===== src/rtl/scan_pattern_engine.sv =====
// scan_pattern_engine: on-chip scan sequencer. It streams load data into NCHAIN
// parallel chains, applies CAP_CYC capture cycles for each pattern, and compares
// the unloaded data against the expected stream under a mask.
// Optional build macro SCAN_DIAG_EN adds the first-fail diagnostic registers
// (ff_pat/ff_chain/ff_bit). When the macro is undefined, those outputs are tied to 0.
module scan_pattern_engine #(
    parameter int NCHAIN    = 4,
    parameter int CHAIN_LEN = 64,
    parameter int NPAT_W    = 12,
    parameter int CAP_CYC   = 1,
    parameter int CNT_W     = 16
) (
    input  logic              clk,
    input  logic              srstz,
    input  logic              start,
    input  logic              abort,
    input  logic [NPAT_W-1:0] npat,
    input  logic              si_valid,
    output logic              si_ready,
    input  logic [NCHAIN-1:0] si_data,
    input  logic [NCHAIN-1:0] si_exp,
    input  logic [NCHAIN-1:0] si_msk,
    output logic              scan_en,
    output logic              shift_en,
    output logic [NCHAIN-1:0] scan_in,
    input  logic [NCHAIN-1:0] scan_out,
    output logic              busy,
    output logic              done,
    output logic              fail,
    output logic [CNT_W-1:0]  err_cnt,
    output logic [NPAT_W-1:0] ff_pat,
    output logic [4:0]        ff_chain,
    output logic [11:0]       ff_bit
);
    localparam int BW    = $clog2(CHAIN_LEN);
    localparam int PCW   = $clog2(NCHAIN + 1);
    localparam int SUM_W = ((CNT_W > PCW) ? CNT_W : PCW) + 1;
    localparam logic [BW-1:0]    LAST_BEAT = BW'(CHAIN_LEN - 1);
    localparam logic [2:0]       LAST_CAP  = 3'(CAP_CYC - 1);
    localparam logic [NPAT_W:0]  ONE_P     = (NPAT_W + 1)'(1);
    localparam logic [SUM_W-1:0] SAT_MAX   = SUM_W'({CNT_W{1'b1}});

    typedef enum logic [2:0] {S_IDLE, S_LOAD, S_CAPTURE, S_UNLOAD, S_DONE} state_t;

    state_t            state;
    logic [BW-1:0]     beat;
    logic [2:0]        cap_cnt;
    logic [NPAT_W-1:0] pat_idx;
    logic [NPAT_W-1:0] npat_q;
    logic [NCHAIN-1:0] scan_in_q;
    logic [NCHAIN-1:0] mism;
    logic [PCW-1:0]    mism_cnt;
    logic [SUM_W-1:0]  err_sum;
    logic [NPAT_W:0]   pat_nxt;
    logic              accept;
    logic              cmp_act;

    // Handshake and chain controls decode straight from the state register.
    assign si_ready = (state == S_LOAD) || (state == S_UNLOAD);
    assign accept   = si_valid && si_ready;
    assign scan_en  = (state != S_CAPTURE);
    assign shift_en = accept || (state == S_CAPTURE);
    assign busy     = (state == S_LOAD) || (state == S_CAPTURE) || (state == S_UNLOAD);
    assign scan_in  = (state == S_UNLOAD) ? '0 :
                      ((state == S_LOAD) && accept) ? si_data : scan_in_q;

    // In LOAD, the chain tails still hold the previous pattern, so there is nothing to check for the first pattern.
    assign cmp_act  = accept && (((state == S_LOAD) && (pat_idx != '0)) || (state == S_UNLOAD));
    assign mism     = (scan_out ^ si_exp) & ~si_msk;
    assign pat_nxt  = {1'b0, pat_idx} + ONE_P;
    assign err_sum  = SUM_W'(err_cnt) + SUM_W'(mism_cnt);

    // Count the miscompares in this beat so they can be added to the error counter.
    always_comb begin
        mism_cnt = '0;
        for (int i = 0; i < NCHAIN; i++) mism_cnt = mism_cnt + PCW'(mism[i]);
    end

    // Sequencer: load, capture and unload, with beat, capture and pattern counters.
    always_ff @(posedge clk) begin
        if (!srstz) begin
            state     <= S_IDLE;
            beat      <= '0;
            cap_cnt   <= '0;
            pat_idx   <= '0;
            npat_q    <= '0;
            scan_in_q <= '0;
            done      <= 1'b0;
        end else begin
            done <= 1'b0;
            if (abort) begin
                state   <= S_IDLE;
                beat    <= '0;
                cap_cnt <= '0;
            end else begin
                case (state)
                    S_IDLE: if (start) begin
                        state   <= S_LOAD;
                        beat    <= '0;
                        cap_cnt <= '0;
                        pat_idx <= '0;
                        npat_q  <= npat;
                    end
                    S_LOAD: if (accept) begin
                        scan_in_q <= si_data;
                        if (beat == LAST_BEAT) begin
                            beat  <= '0;
                            state <= (npat_q != '0) ? S_CAPTURE : S_UNLOAD;
                        end else begin
                            beat <= beat + BW'(1);
                        end
                    end
                    S_CAPTURE: if (cap_cnt == LAST_CAP) begin
                        cap_cnt <= '0;
                        beat    <= '0;
                        pat_idx <= pat_nxt[NPAT_W-1:0];
                        state   <= (pat_nxt < {1'b0, npat_q}) ? S_LOAD : S_UNLOAD;
                    end else begin
                        cap_cnt <= cap_cnt + 3'd1;
                    end
                    S_UNLOAD: begin
                        scan_in_q <= '0;
                        if (accept) begin
                            if (beat == LAST_BEAT) begin
                                beat  <= '0;
                                state <= S_DONE;
                                done  <= 1'b1;
                            end else begin
                                beat <= beat + BW'(1);
                            end
                        end
                    end
                    S_DONE:  state <= S_IDLE;
                    default: state <= S_IDLE;
                endcase
            end
        end
    end

    // Sticky fail flag and saturating error count. A beat taken while abort is high is not counted.
    always_ff @(posedge clk) begin
        if (!srstz) begin
            fail    <= 1'b0;
            err_cnt <= '0;
        end else if ((state == S_IDLE) && start && !abort) begin
            fail    <= 1'b0;
            err_cnt <= '0;
        end else if (cmp_act && !abort) begin
            if (|mism) fail <= 1'b1;
            err_cnt <= (err_sum > SAT_MAX) ? {CNT_W{1'b1}} : err_sum[CNT_W-1:0];
        end
    end

`ifdef SCAN_DIAG_EN
    logic [4:0]        low_idx;
    logic [NPAT_W-1:0] unl_idx;

    // Find the lowest failing chain, and the unload index that the current beat belongs to.
    always_comb begin
        low_idx = '0;
        for (int i = NCHAIN - 1; i >= 0; i--) if (mism[i]) low_idx = 5'(i);
        if (state == S_LOAD)     unl_idx = pat_idx - NPAT_W'(1);
        else if (npat_q != '0)   unl_idx = npat_q - NPAT_W'(1);
        else                     unl_idx = '0;
    end

    // Latch only the first failure after start; the fail flag being clear marks "first".
    always_ff @(posedge clk) begin
        if (!srstz) begin
            ff_pat   <= '0;
            ff_chain <= '0;
            ff_bit   <= '0;
        end else if ((state == S_IDLE) && start && !abort) begin
            ff_pat   <= '0;
            ff_chain <= '0;
            ff_bit   <= '0;
        end else if (cmp_act && !abort && (|mism) && !fail) begin
            ff_pat   <= unl_idx;
            ff_chain <= low_idx;
            ff_bit   <= 12'(beat);
        end
    end
`else
    assign ff_pat   = '0;
    assign ff_chain = '0;
    assign ff_bit   = '0;
`endif

endmodule


===== config.mk =====
export PLATFORM = sky130hd
export DESIGN_NAME = scan_pattern_engine
export DESIGN_NICKNAME = d
export VERILOG_FILES = /design/src/rtl/scan_pattern_engine.sv
export SDC_FILE = /design/constraint.sdc
export NUM_CORES = 1
export LEC_CHECK = 0
export CORE_ASPECT_RATIO = 0.75
export CORE_MARGIN = 1.5
export CORE_UTILIZATION = 46
export CTS_CLUSTER_DIAMETER = 30
export DETAILED_ROUTE_END_ITERATION = 12
export GPL_TIMING_DRIVEN = 0
export PLACE_DENSITY = 0.8
export SLEW_MARGIN = 40
export SYNTH_ARGS = -nofsm -noshare
export SYNTH_HDL_FRONTEND = slang
export SYNTH_SLANG_ARGS = --single-unit

===== constraint.sdc =====
create_clock -name clk -period 3.2 [get_ports clk]
set_input_delay 0.64 -clock clk [delete_from_list [all_inputs] [get_ports clk]]
set_output_delay 0.64 -clock clk [all_outputs]
set_load 0.1 [all_outputs]

==> flow_metrics.py, run 1 <==
metrics = {
    "clocking": {
        "cts.path.max_buffers": 2,
        "clock-root-buffer": "clkbuf_8",
        "clock_latency_ns": 0.37,
        "path_clk_slew_ns": 0.07,
        "cts_tree": "yes",
        "htree_num_levels": 3,
        "numCtsBuffers": 9,
        "cts.sinks": 58,
    },
    "setup_path": {
        "arrival_ns": 3.33,
        "critical_path_class": "input port to register",
        "r2r-end": "state[1]",
        "r2r_start": "pat_idx[0]",
        "max_stage_delay_ns": 0.52,
        "critPathLaunchType": "input port",
        "cp-end-kind": "register",
        "worstSetupPathDepth": 13,
        "crit_family": "adder cells",
        "cp_num_buf_inv": 3,
        "reg2regPathDepth": 11,
        "required_ns": 3.50,
        "rrSetupSlack_ns": 0.20,
        "crit_chain": "dlymetal6s2s_1 > xnor2_1 > nor2_1 > fa_1 > inv_2 > fa_2 > inv_2 > fa_2 > and3_4 > nand3_4 > or2_4 > a211o_1 > a21oi_1",
        "critPathMaxFanout": 8,
        "cp_slowest_cell": "fa_1",
    },
    "final_layout": {
        "drive_above_1_share_pct": 20.37,
        "final_common_cell": "dfxtp_1",
        "final_core_util_pct": 60.11,
        "final_cells": 645,
        "nNetsFinal": 588,
        "syn2layout_area_growth_pct": 27.19,
        "n_antenna_cell": 0,
        "layout_common_cells": "58 x dfxtp_1, 36 x buf_4, 35 x nor2_1, 32 x buf_2, 29 x conb_1",
    },
    "placed_design": {
        "place_hpwl_um": 6691,
        "gp_congestion": 0.9111,
        "io_buffers": 58,
        "dp_cells": 626,
    },
    "synth": {
        "syn_inst": 435,
        "yosys_warnings": 0,
        "syn_avg_cell_area_um2": 8.525,
        "synth_edf_count": 0,
        "synth-main-ff-cell": "dfxtp_1",
        "ys_types": 64,
        "synth-seq-cells": 58,
        "yosysSeqAreaShare_pct": 31.31,
        "syn_area_mm2": 0.003709,
        "async_flop_share_pct": 0,
    },
    "pwr": {
        "leakage_nw": 1.997,
        "power_per_cell_area_mw_per_mm2": 423.9,
        "p_total_mw": 1.999,
        "vdd_ir_drop_max_uv": 213.2,
    },
    "min_path": {
        "min_from": "fail",
        "whs_path_depth": 2,
        "hp-class": "register to register",
        "whs_endpoint": "fail",
    },
    "timing": {
        "rsz0062_at_grt": "false",
        "min_period_ns": 3.026,
        "setup_viol": 0,
        "slew_viol_final": 0,
        "max-slew-margin-rel_pct": 60.37,
        "worst_slew_pin_slew_ns": 0.5944,
        "fin_crit_sh_pct": 94.57,
        "fmax_ghz": 0.3305,
        "clock_skew_ns": 0.008993,
        "timing.final.hold_violations": 0,
    },
    "die": {
        "dieArea_mm2": 0.008615,
        "die_w_um": 106.7,
        "pin_count": 88,
        "initial_core_util_pct": 47.26,
        "coreArea_mm2": 0.007848,
        "rows": 28,
        "dieHeight_um": 80.76,
    },
    "route": {
        "drt_iter0_markers": 179,
        "dr.pass1.iters": 5,
        "ant_nets": 0,
        "drc": 0,
        "routed_via_density": 5.229,
        "wire_per_inst_um": 13.90,
        "num_vias": 3373,
        "wl_um": 8963,
    },
    "global_routing": {
        "grt_first_pass_wirelength_um": 14590,
        "grt_max_degree": 13,
        "overflow": 0,
        "use_met3_pct": 5.056,
        "grt_util_all_layers_pct": 21.42,
        "antenna_found_initial": 0,
        "grt.met2_usage_pct": 34.29,
        "grt_use_met1_pct": 28.66,
        "grt_pass1_vias": 3052,
        "busiest_layer": "met2",
    },
    "run_status": {
        "status": "completed",
    },
    "job": {
        "max-cap-violations": 0,
    },
}
worst max path at each step:
stage	endpoint	start	slack [ns]
floorplan	err_cnt[3]	si_exp[0]	0.01
global placement	err_cnt[3]	si_exp[0]	-0.49
detailed placement	err_cnt[3]	scan_out[0]	-0.55
CTS	err_cnt[3]	scan_out[0]	0.03
global route	state[1]	pat_idx[2]	0.007
finish	err_cnt[3]	scan_out[2]	0.17
tightest hold or removal path, cell delays in order, from the launching register on:
cell and delay (ns):
dfxtp_1 0.33, a21oi_1 0.04, nor2_1 0.07
power breakdown:
group	total, mW	internal (mW)	switching, mW	leakage (nW)
combinational	0.384	0.116	0.269	1.40
sequential	0.742	0.731	0.0108	0.469
clock	0.873	0.525	0.348	0.124
total	2.00	1.37	0.628	2.00
layer usage:
metal / share of wire [%] / up-vias
met5: 0 / -
met4: 1.2 / 0
met3: 6.4 / 11
met2: 47 / 101
met1: 45 / 1575
li1: - / 1686
synth_stat cells (9+ instances only):
library cell | n | share of area [%]
a21boi_0 | 10 | 2.0
nor3_1 | 9 | 1.2
dfxtp_1 | 58 | 31
xor2_1 | 9 | 2.1
xnor2_1 | 9 | 2.1
buf_4 | 32 | 6.5
nand2_1 | 21 | 2.1
nand3_1 | 15 | 2.0
nand4_1 | 9 | 1.5
nor2_1 | 37 | 3.7
nor2b_1 | 18 | 3.0
a21oi_1 | 21 | 2.8
o21ai_0 | 21 | 2.8
ha_1 | 17 | 5.7
nand2b_1 | 9 | 1.5
mux2i_1 | 13 | 3.5
inv_1 | 27 | 2.7
final cells by class:
type	count	area [µm²]
multi-input combinational	330	2275
fill	690	3131
tap	105	131.4
clock buffer	9	123.9
clock inverter	7	125.1
timing repair buffer	62	495.5
buffer	46	300.3
inverter	28	105.1
sequential	58	1161
registers in the layout, indices dropped and copies added (netlist names):
name	count
cap_cnt	3
done	1
err_cnt	16
fail	1
state	3
scan_in_q	4
beat	6
pat_idx	12
npat_q	12
repair_timing:
| item | in CTS | in global routing |
|---|---|---|
| setup buffers | 1 | 3 |
| endpoints found under the setup margin | 11 | 7 |
| pin swaps | 4 | 10 |
| hold buffers | 0 | 0 |
| hold endpoints to repair | 0 | 0 |
| gates resized for setup | 5 | 9 |
through the flow:
step / setup WS (ns) / TNS [ns] / hold WS (ns) / area (µm²)
floorplan: 0.009861 / 0 / 0.4488 / 3831
global placement: -0.4894 / -6.759 / 0.4563 / 4543
detailed placement: -0.5507 / -6.252 / 0.4585 / 4413
CTS: 0.03340 / 0 / 0.4760 / 4674
global route: 0.006641 / 0 / 0.5019 / 4717
finish: 0.1739 / 0 / 0.4707 / 4717
cells by family after synthesis:
| kind of cell | after synthesis | synth area share [%] |
|---|---|---|
| buffers and inverters | 75 | 11.07 |
| adders and majority gates | 20 | 7.355 |
| DFF | 58 | 31.31 |
| xor gates and xnor gates | 18 | 4.251 |
| other | 1 | 0.1011 |
| AOI/OAI and AO/OA | 97 | 19.30 |
| muxes | 13 | 3.509 |
| and+or+nand+nor | 153 | 23.11 |
No activity file was read; power rests on OpenSTA's default activity.
==> run 2, diff against run 1 <==
- PLACE_DENSITY: 0.8 -> 0.78
- REMOVE_ABC_BUFFERS: default -> 1
==> run 2 against run 1 <==
  * Maximum frequency is 2.6% lower
  * Global-route usage is 0.71 points lower
  * Clock power is 13% lower
  * Worst setup slack worse by 0.082 ns
  * Clock-buffer cell count is 2 higher
  * Cell area is 7.2% lower
  * Combinational power is 9.6% lower
  * Core utilization is 4.3 points lower
  * Sequential cell count stayed put
  * Critical endpoint unchanged
==> flow_metrics.py, run 2 (synthesized netlist as in run 1, its figures left out) <==
metrics = {
    "run_status": {
        "status": "completed",
    },
    "clocking": {
        "clock_latency_ns": 0.34,
        "clock-root-buffer": "clkbuf_8",
        "numCtsBuffers": 9,
        "cts_tree": "yes",
        "path_clk_slew_ns": 0.07,
        "holdBufCountCts": 0,
        "cts.path.max_buffers": 2,
        "cts.sinks": 58,
        "htree_num_levels": 3,
    },
    "placed_design": {
        "io_buffers": 58,
        "post-place-ws_ns": -0.6350,
        "place_hpwl_um": 6338,
        "gp_congestion": 0.8937,
    },
    "min_path": {
        "hp-class": "register to register",
        "whs_path_depth": 2,
        "whs_endpoint": "fail",
        "min_from": "fail",
    },
    "die": {
        "rows": 28,
        "initial_core_util_pct": 47.26,
        "die_w_um": 106.7,
        "dieHeight_um": 80.76,
        "coreArea_mm2": 0.007848,
        "dieArea_mm2": 0.008615,
        "pin_count": 88,
    },
    "route": {
        "wl_um": 8485,
        "num_vias": 3185,
        "dr.pass1.iters": 4,
        "drt_iter0_markers": 145,
        "drc": 0,
        "wire_per_inst_um": 14.19,
        "routed_via_density": 5.326,
        "ant_nets": 0,
    },
    "final_layout": {
        "drive_above_1_share_pct": 15.01,
        "largest_reg_flops": 16,
        "reg_top3": "err_cnt x16, npat_q x12, pat_idx x12",
        "final_common_cell": "dfxtp_1",
        "layout_common_cells": "58 x dfxtp_1, 35 x nor2_1, 29 x conb_1, 27 x buf_2",
        "nNetsFinal": 541,
        "syn2layout_area_growth_pct": 18.02,
        "largest_register": "err_cnt",
        "n_antenna_cell": 0,
    },
    "global_routing": {
        "busiest_layer": "met2",
        "grt_pass1_vias": 3088,
        "grt_use_met1_pct": 25.62,
        "grt_util_all_layers_pct": 20.72,
        "use_met3_pct": 4.334,
        "grt.met2_usage_pct": 36.54,
        "grt_first_pass_wirelength_um": 14230,
        "grt_max_degree": 33,
        "antenna_found_initial": 0,
        "overflow": 0,
    },
    "timing": {
        "worst_slack_ns": 0.09209,
        "setup_viol": 0,
        "timing.final.hold_violations": 0,
        "slew_viol_final": 0,
        "fin_crit_sh_pct": 97.12,
        "max-slew-margin-rel_pct": 52.18,
        "min_period_ns": 3.108,
        "worst_slew_pin_slew_ns": 0.7173,
        "fin_hold_ws_ns": 0.4749,
        "rsz0062_at_grt": "false",
        "fmax_ghz": 0.3218,
        "clock_skew_ns": 0.008769,
    },
    "setup_path": {
        "critical_path_class": "input port to register",
        "r2r_start": "pat_idx[2]",
        "rrSetupSlack_ns": 0.28,
        "cp-end-kind": "register",
        "critPathLaunchType": "input port",
        "arrival_ns": 3.37,
        "critPathMaxFanout": 6,
        "reg2regPathDepth": 10,
        "r2r-end": "state[1]",
        "required_ns": 3.46,
    },
    "pwr": {
        "power_per_cell_area_mw_per_mm2": 422.1,
        "leakage_nw": 1.730,
        "vdd_ir_drop_max_uv": 279.5,
        "p_total_mw": 1.848,
    },
    "job": {
        "max-cap-violations": 0,
    },
}
## run 2: changes by cell type in the layout (fill, tap and decap cells not counted), moves of 4 or more
cell            delta
buf_2              -5
dlymetal6s2s_1     -5
dlygate4sd2_1      +4
buf_4             -33
clkbuf_1           -7
## run 2: area by class of cell
cell class / count / area, µm²
fillers: 727 / 3471
clock inverters: 5 / 77.57
flip-flops and latches: 58 / 1161
multi-input cells: 330 / 2295
repair buffers: 61 / 465.4
clock buffers: 11 / 141.4
well taps: 105 / 131.4
inverters: 28 / 105.1
## run 2: how the worst max path moves through the flow
stage / start / to / slack [ns]
floorplan: state[0] / scan_in[3] / -0.88
global placement: si_exp[2] / err_cnt[3] / -0.58
detailed placement: si_exp[2] / err_cnt[3] / -0.64
CTS: si_msk[2] / err_cnt[3] / 0.07
global route: scan_out[2] / err_cnt[3] / 0.004
finish: scan_out[2] / err_cnt[3] / 0.09
## run 2: worst max-delay path, stage by stage
cell	delay, ns
dlygate4sd2_1	0.26
xnor2_2	0.19
nor2_2	0.07
fa_1	0.53
inv_1	0.05
fa_2	0.34
inv_2	0.07
fa_2	0.20
and3_4	0.21
nand3_4	0.09
or2_4	0.28
a211o_1	0.29
a21oi_1	0.14
## run 2: where the power goes
part	internal, mW	switching [mW]
registers	0.732	0.0114
logic	0.0879	0.259
clock network	0.457	0.300
## run 2: stage by stage
step           cells  util [%]  TNS, ns  instance area (µm²)
2_1_floorplan    416         -  -0.8803                 3508
3_3_place_gp     579     53.78   -8.344                 4220
3_5_place_dp     579     52.06   -7.407                 4085
4_1_cts          598     55.55        0                 4359
5_1_grt          598     55.77        0                 4377
6_report         598     55.77        0                 4377
## run 2: routing by layer
layer	up-vias	part of all wire (%)
met5	-	0
met4	0	1.3
met3	13	5.6
met2	98	48
met1	1479	45
li1	1595	-
## run 2: what timing repair did
action,CTS,global route
buffers inserted,3,0
setup endpoints to repair,14,7
pin swaps,10,3
gates resized for setup,14,5
hold endpoints to repair,0,0
